$ cat src/rtl/epochtv1_bus_master_if.sv
// epochtv1_bus_master_if: host request/stream handshakes and TV-1 CPU bus of the bus master
interface epochtv1_bus_master_if;
  logic        start;
  logic        wr;
  logic [12:0] addr;
  logic [12:0] len;
  logic        busy;
  logic        done;
  logic [7:0]  wd;
  logic        wd_valid;
  logic        wd_ready;
  logic [7:0]  rd;
  logic        rd_valid;
  logic        err;
  logic [12:0] a;
  logic [7:0]  db_o;
  logic        db_oe;
  logic [7:0]  db_i;
  logic        csb;
  logic        rdb;
  logic        wrb;
  modport master (
    input  start, wr, addr, len, wd, wd_valid, db_i,
    output busy, done, wd_ready, rd, rd_valid, err, a, db_o, db_oe, csb, rdb, wrb
  );
  modport slave (
    output start, wr, addr, len, wd, wd_valid, db_i,
    input  busy, done, wd_ready, rd, rd_valid, err, a, db_o, db_oe, csb, rdb, wrb
  );
endinterface

$ cat src/rtl/epochtv1_bus_master.sv
// epochtv1_bus_master: CE-paced block read/write initiator for the Epoch TV-1 CPU bus.
// Defining EPOCHTV1_BM_VERIFY_EN adds a read-back verify cycle after every written byte.
module epochtv1_bus_master #(
  parameter int SETUP_CE  = 1,
  parameter int STROBE_CE = 2,
  parameter int HOLD_CE   = 1
) (
  input logic clk,
  input logic rst,
  input logic ce,
  epochtv1_bus_master_if.master bus
);
`ifdef EPOCHTV1_BM_VERIFY_EN
  localparam bit VERIFY = 1'b1;
`else
  localparam bit VERIFY = 1'b0;
`endif
  typedef enum logic [2:0] {IDLE, FETCH, SETUP, STROBE, HOLD, NEXT} state_t;
  state_t      state, state_n;
  logic [3:0]  cnt, cnt_n, lim;
  logic [12:0] cur_addr, addr_n, remaining, remaining_n;
  logic [7:0]  wbuf, wbuf_n;
  logic        wr, wr_n, vfy, vfy_n;
  logic        phase_end, last, sample, on_bus, rd_cycle_n;
  assign lim        = state == SETUP ? 4'(SETUP_CE) : state == STROBE ? 4'(STROBE_CE) : 4'(HOLD_CE);
  assign phase_end  = ce && cnt == lim - 4'd1;
  assign last       = remaining == 13'd1;
  assign sample     = state == STROBE && phase_end;
  assign on_bus     = state_n inside {SETUP, STROBE, HOLD};
  // a verify pass reuses the read phases of a write byte
  assign rd_cycle_n = !wr_n || vfy_n;
  always_comb begin
    state_n     = state;
    cnt_n       = cnt;
    addr_n      = cur_addr;
    remaining_n = remaining;
    wbuf_n      = wbuf;
    wr_n        = wr;
    vfy_n       = vfy;
    if (ce && state inside {SETUP, STROBE, HOLD}) cnt_n = phase_end ? 4'd0 : cnt + 4'd1;
    case (state)
      IDLE: if (bus.start) begin
        wr_n        = bus.wr;
        addr_n      = bus.addr;
        remaining_n = bus.len;
        vfy_n       = 1'b0;
        state_n     = bus.wr ? FETCH : SETUP;
      end
      FETCH: if (bus.wd_valid && bus.wd_ready) begin
        wbuf_n  = bus.wd;
        state_n = SETUP;
      end
      SETUP:  state_n = phase_end ? STROBE : SETUP;
      STROBE: state_n = phase_end ? HOLD : STROBE;
      HOLD: if (phase_end) begin
        vfy_n   = VERIFY && wr && !vfy;
        state_n = vfy_n ? SETUP : NEXT;
      end
      NEXT: begin
        addr_n      = cur_addr + 13'd1;
        remaining_n = remaining - 13'd1;
        vfy_n       = 1'b0;
        state_n     = last ? IDLE : wr ? FETCH : SETUP;
      end
      default: state_n = IDLE;
    endcase
  end
  always_ff @(posedge clk) begin
    if (rst) begin
      state        <= IDLE;
      cnt          <= '0;
      cur_addr     <= '0;
      remaining    <= '0;
      wbuf         <= '0;
      wr           <= 1'b0;
      vfy          <= 1'b0;
      bus.busy     <= 1'b0;
      bus.done     <= 1'b0;
      bus.wd_ready <= 1'b0;
      bus.rd       <= '0;
      bus.rd_valid <= 1'b0;
      bus.err      <= 1'b0;
      bus.a        <= '0;
      bus.db_o     <= '0;
      bus.db_oe    <= 1'b0;
      bus.csb      <= 1'b1;
      bus.rdb      <= 1'b1;
      bus.wrb      <= 1'b1;
    end else begin
      state        <= state_n;
      cnt          <= cnt_n;
      cur_addr     <= addr_n;
      remaining    <= remaining_n;
      wbuf         <= wbuf_n;
      wr           <= wr_n;
      vfy          <= vfy_n;
      bus.busy     <= state_n != IDLE;
      bus.done     <= state == NEXT && last;
      bus.wd_ready <= state_n == FETCH;
      bus.rd_valid <= sample && !wr;
      if (sample && !wr) bus.rd <= bus.db_i;
      bus.err      <= VERIFY && !(state == IDLE && bus.start) && (bus.err || (sample && vfy && bus.db_i != wbuf));
      if (state_n == SETUP) bus.a <= addr_n;
      if (state_n == SETUP && !rd_cycle_n) bus.db_o <= wbuf_n;
      bus.csb      <= !on_bus;
      bus.rdb      <= !(state_n == STROBE && rd_cycle_n);
      bus.wrb      <= !(state_n == STROBE && !rd_cycle_n);
      bus.db_oe    <= on_bus && !rd_cycle_n;
    end
  end
endmodule

$ cat src/flat_wrapper.sv
// flat-port wrapper written by rule: the top's interface ports become plain ports
module epochtv1_bus_master_flat 
#(
  parameter int SETUP_CE  = 1,
  parameter int STROBE_CE = 2,
  parameter int HOLD_CE   = 1
)
  (clk, rst, ce, bus_start, bus_wr, bus_addr, bus_len, bus_wd, bus_wd_valid, bus_db_i, bus_busy, bus_done, bus_wd_ready, bus_rd, bus_rd_valid, bus_err, bus_a, bus_db_o, bus_db_oe, bus_csb, bus_rdb, bus_wrb);
  epochtv1_bus_master_if bus_i ();
  input logic clk;
  input logic rst;
  input logic ce;
  input wire logic [$bits(bus_i.start)-1:0] bus_start;
  input wire logic [$bits(bus_i.wr)-1:0] bus_wr;
  input wire logic [$bits(bus_i.addr)-1:0] bus_addr;
  input wire logic [$bits(bus_i.len)-1:0] bus_len;
  input wire logic [$bits(bus_i.wd)-1:0] bus_wd;
  input wire logic [$bits(bus_i.wd_valid)-1:0] bus_wd_valid;
  input wire logic [$bits(bus_i.db_i)-1:0] bus_db_i;
  output wire logic [$bits(bus_i.busy)-1:0] bus_busy;
  output wire logic [$bits(bus_i.done)-1:0] bus_done;
  output wire logic [$bits(bus_i.wd_ready)-1:0] bus_wd_ready;
  output wire logic [$bits(bus_i.rd)-1:0] bus_rd;
  output wire logic [$bits(bus_i.rd_valid)-1:0] bus_rd_valid;
  output wire logic [$bits(bus_i.err)-1:0] bus_err;
  output wire logic [$bits(bus_i.a)-1:0] bus_a;
  output wire logic [$bits(bus_i.db_o)-1:0] bus_db_o;
  output wire logic [$bits(bus_i.db_oe)-1:0] bus_db_oe;
  output wire logic [$bits(bus_i.csb)-1:0] bus_csb;
  output wire logic [$bits(bus_i.rdb)-1:0] bus_rdb;
  output wire logic [$bits(bus_i.wrb)-1:0] bus_wrb;
  assign bus_i.start = bus_start;
  assign bus_i.wr = bus_wr;
  assign bus_i.addr = bus_addr;
  assign bus_i.len = bus_len;
  assign bus_i.wd = bus_wd;
  assign bus_i.wd_valid = bus_wd_valid;
  assign bus_i.db_i = bus_db_i;
  assign bus_busy = bus_i.busy;
  assign bus_done = bus_i.done;
  assign bus_wd_ready = bus_i.wd_ready;
  assign bus_rd = bus_i.rd;
  assign bus_rd_valid = bus_i.rd_valid;
  assign bus_err = bus_i.err;
  assign bus_a = bus_i.a;
  assign bus_db_o = bus_i.db_o;
  assign bus_db_oe = bus_i.db_oe;
  assign bus_csb = bus_i.csb;
  assign bus_rdb = bus_i.rdb;
  assign bus_wrb = bus_i.wrb;
  epochtv1_bus_master #(.SETUP_CE(SETUP_CE), .STROBE_CE(STROBE_CE), .HOLD_CE(HOLD_CE)) u_core (.clk(clk), .rst(rst), .ce(ce), .bus(bus_i));
endmodule
$ cat config.mk
export PLATFORM = sky130hd
export DESIGN_NAME = epochtv1_bus_master_flat
export DESIGN_NICKNAME = d
export VERILOG_FILES = /design/src/rtl/epochtv1_bus_master_if.sv /design/src/rtl/epochtv1_bus_master.sv /design/src/flat_wrapper.sv
export SDC_FILE = /design/constraint.sdc
export NUM_CORES = 1
export LEC_CHECK = 0
export BUFFER_PORTS_ARGS = -buffer_cell sky130_fd_sc_hd__clkbuf_2
export CORE_UTILIZATION = 58
export DETAILED_ROUTE_END_ITERATION = 10
export HOLD_SLACK_MARGIN = 0.06
export PLACE_DENSITY_LB_ADDON = 0.08
export SLEW_MARGIN = 20
export SYNTH_ARGS = -nofsm -noshare
export SYNTH_HDL_FRONTEND = slang
export SYNTH_SLANG_ARGS = --single-unit
$ cat constraint.sdc
create_clock -name clk -period 4.5 [get_ports clk]
set_input_delay 0.225 -clock clk [delete_from_list [all_inputs] [get_ports clk]]
set_output_delay 0.225 -clock clk [all_outputs]
set_load 0.005 [all_outputs]
======== Yosys cells after proc, flatten, opt, wreduce, memory -nomap -nowiden ========
Index checks and enable logic that the tools add are counted.
cells by class
  multiply operators ...................... 0
  shift operators ......................... 0
  reduce and logical (&&, ||, !) cells .... 23
  order comparisons ....................... 0
  add/subtract/negate cells ............... 4
  equal/unequal tests ..................... 12
  div/mod/pow operators ................... 0
  muxes and demuxes ....................... 23
  bitwise gates (word level) .............. 0
operators with widths
  operator                 number
  $pmux W13 S2             2
  $mux W13                 2
  $pmux W3 S6              1
  $mux W8                  2
  $mux W3                  5
  $add A13 B1 Y13 const B  1
  $eq A13 B1 Y1 const B    1
  $sub A13 B1 Y13 const B  1
  $eq A3 B2 Y1 const B     4
  $logic_and A1 B1 Y1      10
  $eq A3 B3 Y1 const B     3
  $reduce_bool A3 Y1       3
  $mux W4                  2
  $eq A3 B1 Y1 const B     2
  $logic_not A1 Y1         6
  $mux W2                  3
  $mux W1                  5
  $add A4 B1 Y4 const B    1
  $eq A4 B4 Y1             1
  $sub A4 B1 Y4 const B    1
  $logic_not A3 Y1         1
  $pmux W1 S3              1
  $ne A2 B2 Y1 const B     1
  $reduce_and A2 Y1        1
  other kinds (2)          2
word-level totals
  memory bits (writable) .................. 0
  memories kept ........................... 0
  flip-flop bits (word level) ............. 80
  input port bits ......................... 48
  word-level logic and storage cells ...... 80
  output and inout bits ................... 38
  memory bits (read-only) ................. 0
  latch bits .............................. 0

======== Depth between registers and ports, before layout ========
Gate-level depths: netlist (run 1).
  depth after elaboration ................. 12
  mapped depth ............................ 8
  mapped depth without buffers ............ 7

======== Worst setup path after synthesis (run 1) ========
No wires, ideal clock.
  path type ............................... register to register
  start ................................... register u_core.remaining[1]
  end ..................................... register u_core.bus.db_o[0]
  slack ................................... 2.118 ns
  arrival time ............................ 2.261 ns
  stages on the path, launching flop included .. 8
  period minus slack after synthesis ...... 2.382 ns
  library setup time ...................... 0.121 ns
  data required time ...................... 4.379 ns
  path buffers ............................ 0
  path through ............................ dfxtp_1 inv_1 ha_1 nor4b_1 a311oi_1 or4_4 nor3_4 mux2_2
between the ends
  longest elaborated chain between the ends .. 5
ends and longest elaborated chain
  element                   RTL line                      source
  start: declaration        epochtv1_bus_master.sv:21     logic [12:0] cur_addr, addr_n, remaining, remaining_n;
  start signal: assignment  epochtv1_bus_master.sv:93     remaining <= remaining_n;
  $eq A13 B1 Y1             epochtv1_bus_master.sv:27     assign last = remaining == 13'd1;
  $mux W3                   epochtv1_bus_master.sv:63     state_n = last ? IDLE : wr ? FETCH : SETUP;
  $pmux W3 S6               epochtv1_bus_master.sv:41     case (state)
  $eq A3 B2 Y1              epochtv1_bus_master.sv:104    if (state_n == SETUP && !rd_cycle_n) bus.db_o <= wbuf_n;
  $logic_and A1 B1 Y1       epochtv1_bus_master.sv:104
  end signal: assignment    epochtv1_bus_master.sv:104
  end: declaration          epochtv1_bus_master_if.sv:24  output busy, done, wd_ready, rd, rd_valid, err, a, db_o, db_oe, csb, rdb, wrb
No other way between the ends.
A chain may end at the register's enable or synchronous reset.

======== Worst setup path in the final report (run 1) ========
  start ................................... register u_core.state[1]
  end ..................................... register u_core.bus.a[8]
between the ends
  longest elaborated chain between the ends .. 9
  elaborated cells between the ends (all ways) .. 19
  those cells by class .................... add/sub (1); eq/ne (7); mux (9); reduce/logical (2)
ends and longest elaborated chain
  element                          RTL line                                              source
  start: declaration               epochtv1_bus_master.sv:19                             state_t state, state_n;
  start signal: assignment         epochtv1_bus_master.sv:90                             state <= state_n;
  $eq A3 B2 Y1                     epochtv1_bus_master.sv:25, epochtv1_bus_master.sv:41
  $mux W2                          epochtv1_bus_master.sv:25                             assign lim = state == SETUP ? 4'(SETUP_CE) : state == STROBE ? 4'(STROBE_CE) : 4'(HOLD_CE);
  $mux W4                          epochtv1_bus_master.sv:25
  $sub A4 B1 Y4                    epochtv1_bus_master.sv:26                             assign phase_end = ce && cnt == lim - 4'd1;
  $eq A4 B4 Y1                     epochtv1_bus_master.sv:26
  $logic_and A1 B1 Y1              epochtv1_bus_master.sv:26
  $mux W3 (tied with other cells)  epochtv1_bus_master.sv:55                             HOLD: if (phase_end) begin
  $pmux W3 S6                      epochtv1_bus_master.sv:41
  $eq A3 B2 Y1                     epochtv1_bus_master.sv:103                            if (state_n == SETUP) bus.a <= addr_n;
  end signal: assignment           epochtv1_bus_master.sv:103
  end: declaration                 epochtv1_bus_master_if.sv:24
Parallel ways exist; a longest one is shown, timed or not.

==> summary.txt, run 1 <==
R2R Path End: u_core.bus.a[8]$_SDFFE_PP0N_
Commonest non-fill, non-tap cell in the layout: clkbuf_2
# Post-CTS Setup Buffers: 0
IO Pins: 86
WP data arrival: 3.07 ns
Grt ovf: 0
CTS clock-pin slew for the worst setup and hold paths: 0.08 ns
Fillers: 496
Routed len/inst: 14.6 um
Critical Path Source: u_core.state[1]$_SDFF_PP0_
CTS max path bufs: 2
Syn_nets: 466
Port buffer count: 84
Sw Pwr: 459 uW
Levels on crit path: 6
Via-to-Cell Ratio: 5.82
Diodes inserted: 0
Max_slew headroom: 0.350
VDD IR max: 338 uV
Logic pwr share: 0.169
Sw Ratio: 0.300
R2r worst-path depth: 6
Final setup viols: 0
Critical path capture point type: flip-flop
Synth warnings: 0
Vias in the first global route: 2975
Number of flops mapped to enable cells by yosys: 0
Mapped cell area: 0.00374 mm^2
FP Rows: 28
CP bufs+invs: 1
Die Y: 82.4 um
Commonest non-fill, non-tap cells in the layout: clkbuf_2, dfxtp_1, nor2_1
First-pass GRT wire length: 13100 um
Pin count of the biggest net entering global routing: 46
Status: completed
CP Cell Sequence: nand3b_1 > buf_4 > a311oi_1 > or4_4 > nor2_2 > mux2_2
Cell area after layout: 0.00435 mm^2
Drt total wl: 8230 um
Power per cell area: 352 mW/mm^2
Setup TNS: 0 ns
Seq pwr share: 0.518
Crit path max-delay family: simple AND/OR/NAND/NOR gates
Final Critical Period: 2.82 ns
Layout cells sized above 1: 0.276
Fmax: 354 MHz
P_int: 1070 uW
Total CTS buffers: 9
Via count: 3282
Fin cells: 564
Critical Path Max Stage Delay: 0.63 ns
Async SR Flop Fraction: 0
Worst Hold Class: in -> reg
P_leak: 0.00184 uW
Area grow syn2layout: 16.2%
Die X: 82.4 um
H-Tree Level Count: 3
Global Route Usage Sum: 0.252
Critical Path RT: 4.75 ns
Initial antenna violation count: 0
Core footprint: 0.00606 mm^2
Hold_sp: bus_db_i[2]
Max cap viols: 0
Pre-Repair DR Iteration Count: 4
Worst Hold Depth: 3
Fin nets: 536
Worst-Skew Late Latency: 0.35 ns
Clock power frac: 0.313
CP max stage cell: or4_4
CTS tree: done
Period utilization: 0.628
Starting DRT DRC Count: 177
Dpl cells: 548
Die area: 0.00678 mm^2
Crit-path max FO: 30
DP HPWL: 5690 um
RSZ-0062 raised after global routing: no
Critical path class: reg -> reg
Placed Area: 0.00418 mm^2
Post-cts sizing count: 0
Post-CTS Hold Fix Bufs: 0
Clk Tree Root Cell: clkbuf_8
Seq/Total Area, Yosys: 0.428
Fin. Hold Viols: 0
DRC errors left: 0
Hold worst-path end: u_core.bus.rd[2]$_SDFFE_PP0P_
Count of cell types in the netlist: 59
Routability cong.: 0.807
Worst-margin pin slew: 0.973 ns
Synthesis-stage register bit count: 80
Routed Antenna Nets: 0
Pins Over Slew Limit: 0
Mapped Cells: 414
Initial Util: 0.618
Worst reg2reg setup slack: 1.68 ns
# clock sinks: 80
Mean Syn Cell Area: 9.05 um^2
Setup Skew: 0.0102 ns
CP startpoint kind: flip-flop
FF-to-FF Start: u_core.state[1]$_SDFF_PP0_
Synth Flop Type: dfxtp_1
-- worst max path at each step --
stage                                      endpoint  slack [ns]
floorplan           u_core.bus.db_o[0]$_SDFFE_PP0P_        2.12
global placement       u_core.bus.a[2]$_SDFFE_PP0N_        1.78
detailed placement    u_core.bus.a[10]$_SDFFE_PP0N_        1.69
CTS                    u_core.bus.a[8]$_SDFFE_PP0N_        1.65
global route           u_core.bus.a[8]$_SDFFE_PP0N_        1.46
finish                 u_core.bus.a[8]$_SDFFE_PP0N_        1.68
-- flip-flops by register name, summed over array words and instances (netlist names) --
name and flops:
u_core.bus.rd_valid 1, u_core.state 3, u_core.cur_addr 13, u_core.bus.db_oe 1, u_core.bus.csb 1, u_core.bus.wd_ready 1
u_core.bus.wrb 1, u_core.bus.busy 1, u_core.bus.db_o 8, u_core.wr 1, u_core.wbuf 8, u_core.bus.done 1
u_core.bus.a 13, u_core.bus.rdb 1, u_core.cnt 4, u_core.remaining 13, u_core.bus.rd 8, u_core.vfy 1
-- through the flow --
stage,power (uW),utilization,hold slack (ns),worst slack (ns)
after CTS,1540,0.718,0.106,1.65
final,1530,0.718,0.111,1.68
after detailed placement,1060,0.689,0.470,1.69
after global placement,1060,0.689,0.452,1.78
after global routing,1600,0.718,0.108,1.46
after floorplan,985,-,0.369,2.12
-- layout make-up --
type                       count  area, um^2  share of cell area
sequential                    80        1600               0.368
timing repair buffer          87         443               0.102
tap                           75        93.8              0.0216
clock buffer                   9         124              0.0285
clock inverter                 7        52.6              0.0121
inverter                      10        37.5             0.00863
multi-input combinational    296        2000               0.459
-- cell families after synthesis --
logic type      after synthesis  share of synthesized area
mux                          39                      0.111
fa+ha+maj                     4                     0.0134
xor+xnor                      2                    0.00468
buf+inv                      38                     0.0408
compound gates               88                      0.151
flops                        80                      0.428
other cells                   1                    0.00100
simple gates                162                      0.250
-- worst register-to-register path: cells and delay by family, from the launching register on --
kind                   cells  cell delay (ns)
muxes                      1             0.40
DFF                        1             0.56
AOI/OAI and AO/OA          1             0.17
buffers and inverters      1             0.31
and+or+nand+nor            3             1.29
-- Yosys cell counts (2+ instances only) --
cell | n | area share
buf_4 | 2 | 0.0040
a32oi_1 | 4 | 0.0094
ha_1 | 4 | 0.013
nand2b_1 | 5 | 0.0084
or4_1 | 4 | 0.0080
nor2b_1 | 24 | 0.040
o311ai_0 | 3 | 0.0070
nand3b_1 | 3 | 0.0060
a221oi_1 | 4 | 0.0094
mux2i_1 | 18 | 0.048
nor2_1 | 46 | 0.046
nor3b_1 | 4 | 0.0080
a211oi_1 | 3 | 0.0060
dfxtp_1 | 80 | 0.43
a22oi_1 | 2 | 0.0040
mux2_2 | 20 | 0.060
or3_1 | 4 | 0.0067
nand4_1 | 4 | 0.0067
or4b_2 | 3 | 0.0080
inv_1 | 10 | 0.010
clkbuf_1 | 23 | 0.023
nor4_1 | 6 | 0.010
o211ai_1 | 4 | 0.0080
nand2_1 | 20 | 0.020
nor4_4 | 2 | 0.011
nor3_1 | 11 | 0.015
nand4b_1 | 2 | 0.0047
buf_2 | 2 | 0.0027
a21o_1 | 2 | 0.0040
a211o_1 | 2 | 0.0047
a31oi_1 | 9 | 0.015
o21ai_0 | 14 | 0.019
a21oi_1 | 30 | 0.040
nand3_1 | 10 | 0.013
and2_1 | 2 | 0.0033
xor2_1 | 2 | 0.0047
and3_1 | 2 | 0.0033
nor4b_1 | 2 | 0.0047
a311oi_1 | 2 | 0.0047
-- power by group through the flow --
stage | logic (uW) | registers, uW | clock network, uW
after floorplan | 190 | 795 | 0
after global placement | 253 | 805 | 0
after detailed placement | 257 | 807 | 0
after global routing | 286 | 798 | 518
after CTS | 259 | 791 | 488
final | 259 | 793 | 478
-- routing by layer --
| layer | track usage | wire length (um) | up-vias |
|---|---|---|---|
| li1 | - | - | 1647 |
| met1 | 0.323 | 3780 | 1531 |
| met2 | 0.421 | 3950 | 95 |
| met3 | 0.0637 | 414 | 9 |
| met4 | 0.0649 | 76 | 0 |
| met5 | 0 | 0 | - |
(Power assumes the default switching activity.)
==> run 2: changes to the inputs <==
- CORE_UTILIZATION: 58 -> 54
- clock period: 4.5 -> 2.9 ns (I/O delays scaled with it)
==> run 2 against run 1 <==
Effect of this change:
- count of clock-buffer cells in the layout stayed put
- register-to-register slack worse by 1.4 ns
- clock power is 59% higher
- global-route usage is 0.48 points lower
- critical path type unchanged
- critical endpoint is now u_core.bus.db_o[2]$_SDFFE_PP0P_
==> summary.txt, run 2 (synthesized netlist as in run 1, its figures left out) <==
WP data arrival: 2.89 ns
CP max stage cell: or4_4
Pin count of the biggest net entering global routing: 33
Global Route Usage Sum: 0.247
CP startpoint kind: flip-flop
FP Rows: 29
Area grow syn2layout: 21.6%
IO Pins: 86
Die X: 85.3 um
Worst Hold Class: in -> reg
Via-to-Cell Ratio: 5.71
Die Y: 85.3 um
VDD IR max: 322 uV
Routability cong.: 0.774
Layout cells sized above 1: 0.276
Routed Antenna Nets: 0
Setup Skew: 0.00888 ns
CTS clock-pin slew for the worst setup and hold paths: 0.07 ns
Port buffer count: 84
Final Critical Period: 2.65 ns
Setup TNS: 0 ns
Status: completed
CTS max path bufs: 2
# clock sinks: 80
Total CTS buffers: 9
Core footprint: 0.00653 mm^2
First-pass GRT wire length: 14400 um
Initial antenna violation count: 0
Diodes inserted: 0
Routed len/inst: 14.5 um
Commonest non-fill, non-tap cells in the layout: clkbuf_2, dfxtp_1, nor2_1
Grt ovf: 0
P_leak: 0.00194 uW
Fin nets: 557
Fmax: 377 MHz
Critical Path Max Stage Delay: 0.63 ns
Period utilization: 0.915
Top flop regs: u_core.bus.a (13), u_core.cur_addr (13), u_core.remaining (13)
Fillers: 559
Drt total wl: 8480 um
CP Cell Sequence: inv_1 > ha_1 > nor4b_1 > a311oi_1 > or4_4 > nor3_4 > buf_12 > mux2_2
Worst-Skew Late Latency: 0.34 ns
Vias in the first global route: 3093
Post-cts sizing count: 0
Power per cell area: 532 mW/mm^2
Crit-path max FO: 8
Die area: 0.00727 mm^2
Storage element area: 0.00160 mm^2
CTS tree: done
Tot Pwr: 2420 uW
Worst reg2reg setup slack: 0.25 ns
DP HPWL: 5840 um
Critical Path RT: 3.14 ns
Fin. Hold Viols: 0
Max cap viols: 0
Via count: 3333
Worst-margin pin slew: 0.822 ns
H-Tree Level Count: 3
Starting DRT DRC Count: 159
Clk Tree Root Cell: clkbuf_8
Critical path capture point type: flip-flop
RSZ-0062 raised after global routing: no
Critical path class: reg -> reg
Max_slew headroom: 0.450
Pre-Repair DR Iteration Count: 4
Final setup viols: 0
Pins Over Slew Limit: 0
Initial Util: 0.573
DRC errors left: 0
Multi-input gate area: 0.00200 mm^2
Commonest non-fill, non-tap cell in the layout: clkbuf_2
## run 2: cell type report
| cell class | instances | area share |
|---|---|---|
| well taps | 77 | 0.0212 |
| repair buffers | 108 | 0.142 |
| flip-flops and latches | 80 | 0.352 |
| clock inverters | 4 | 0.0107 |
| clock buffers | 9 | 0.0272 |
| multi-input cells | 296 | 0.439 |
| inverters | 10 | 0.00824 |
## run 2: worst paths after layout
kind	from	end	cells after the start
setup / recovery	u_core.remaining[1]$_SDFFE_PP0P_	u_core.bus.db_o[2]$_SDFFE_PP0P_	8
hold / removal	bus_wd[4]	u_core.wbuf[4]$_SDFF_PP0_	3
setup reg to reg	u_core.remaining[1]$_SDFFE_PP0P_	u_core.bus.db_o[2]$_SDFFE_PP0P_	8
hold reg to reg	u_core.wbuf[4]$_SDFF_PP0_	u_core.wbuf[4]$_SDFF_PP0_	2
## run 2: routing by layer
metal  wire length (um)  vias to the layer above  GRT usage
li1                   -                     1678          -
met1               3940                     1536      0.318
met2               3980                      110      0.419
met4                 77                        0     0.0591
met3                482                        9     0.0613
met5                  0                        -          0
## run 2: per-stage QoR
step	cells	instance area, um^2	utilization	hold slack (ns)	setup slack, ns
floorplan	414	3740	-	0.289	0.518
global placement	557	4230	0.648	0.376	0.277
detailed placement	557	4230	0.648	0.384	0.213
CTS	583	4530	0.694	0.0621	0.173
global route	584	4550	0.697	0.0806	0.0962
finish	584	4550	0.697	0.0701	0.248
## run 2: repair_timing
action                     CTS  global route
hold buffers                13             0
setup buffers                0             1
setup endpoints to repair    0             4
hold endpoints to repair    13             0
## run 2: worst max-delay path: cells and delay by family (launching register included)
kind | cells | cell delay (ns)
AOI/OAI and AO/OA | 1 | 0.26
and+or+nand+nor | 3 | 1.24
buffers and inverters | 2 | 0.23
DFF | 1 | 0.33
muxes | 1 | 0.32
adders and majority gates | 1 | 0.16
## run 2: power by group
part           total (uW)  switching, uW  internal, uW
Sequential           1230           65.5          1160
Clock                 762            380           382
Combinational         434            225           209
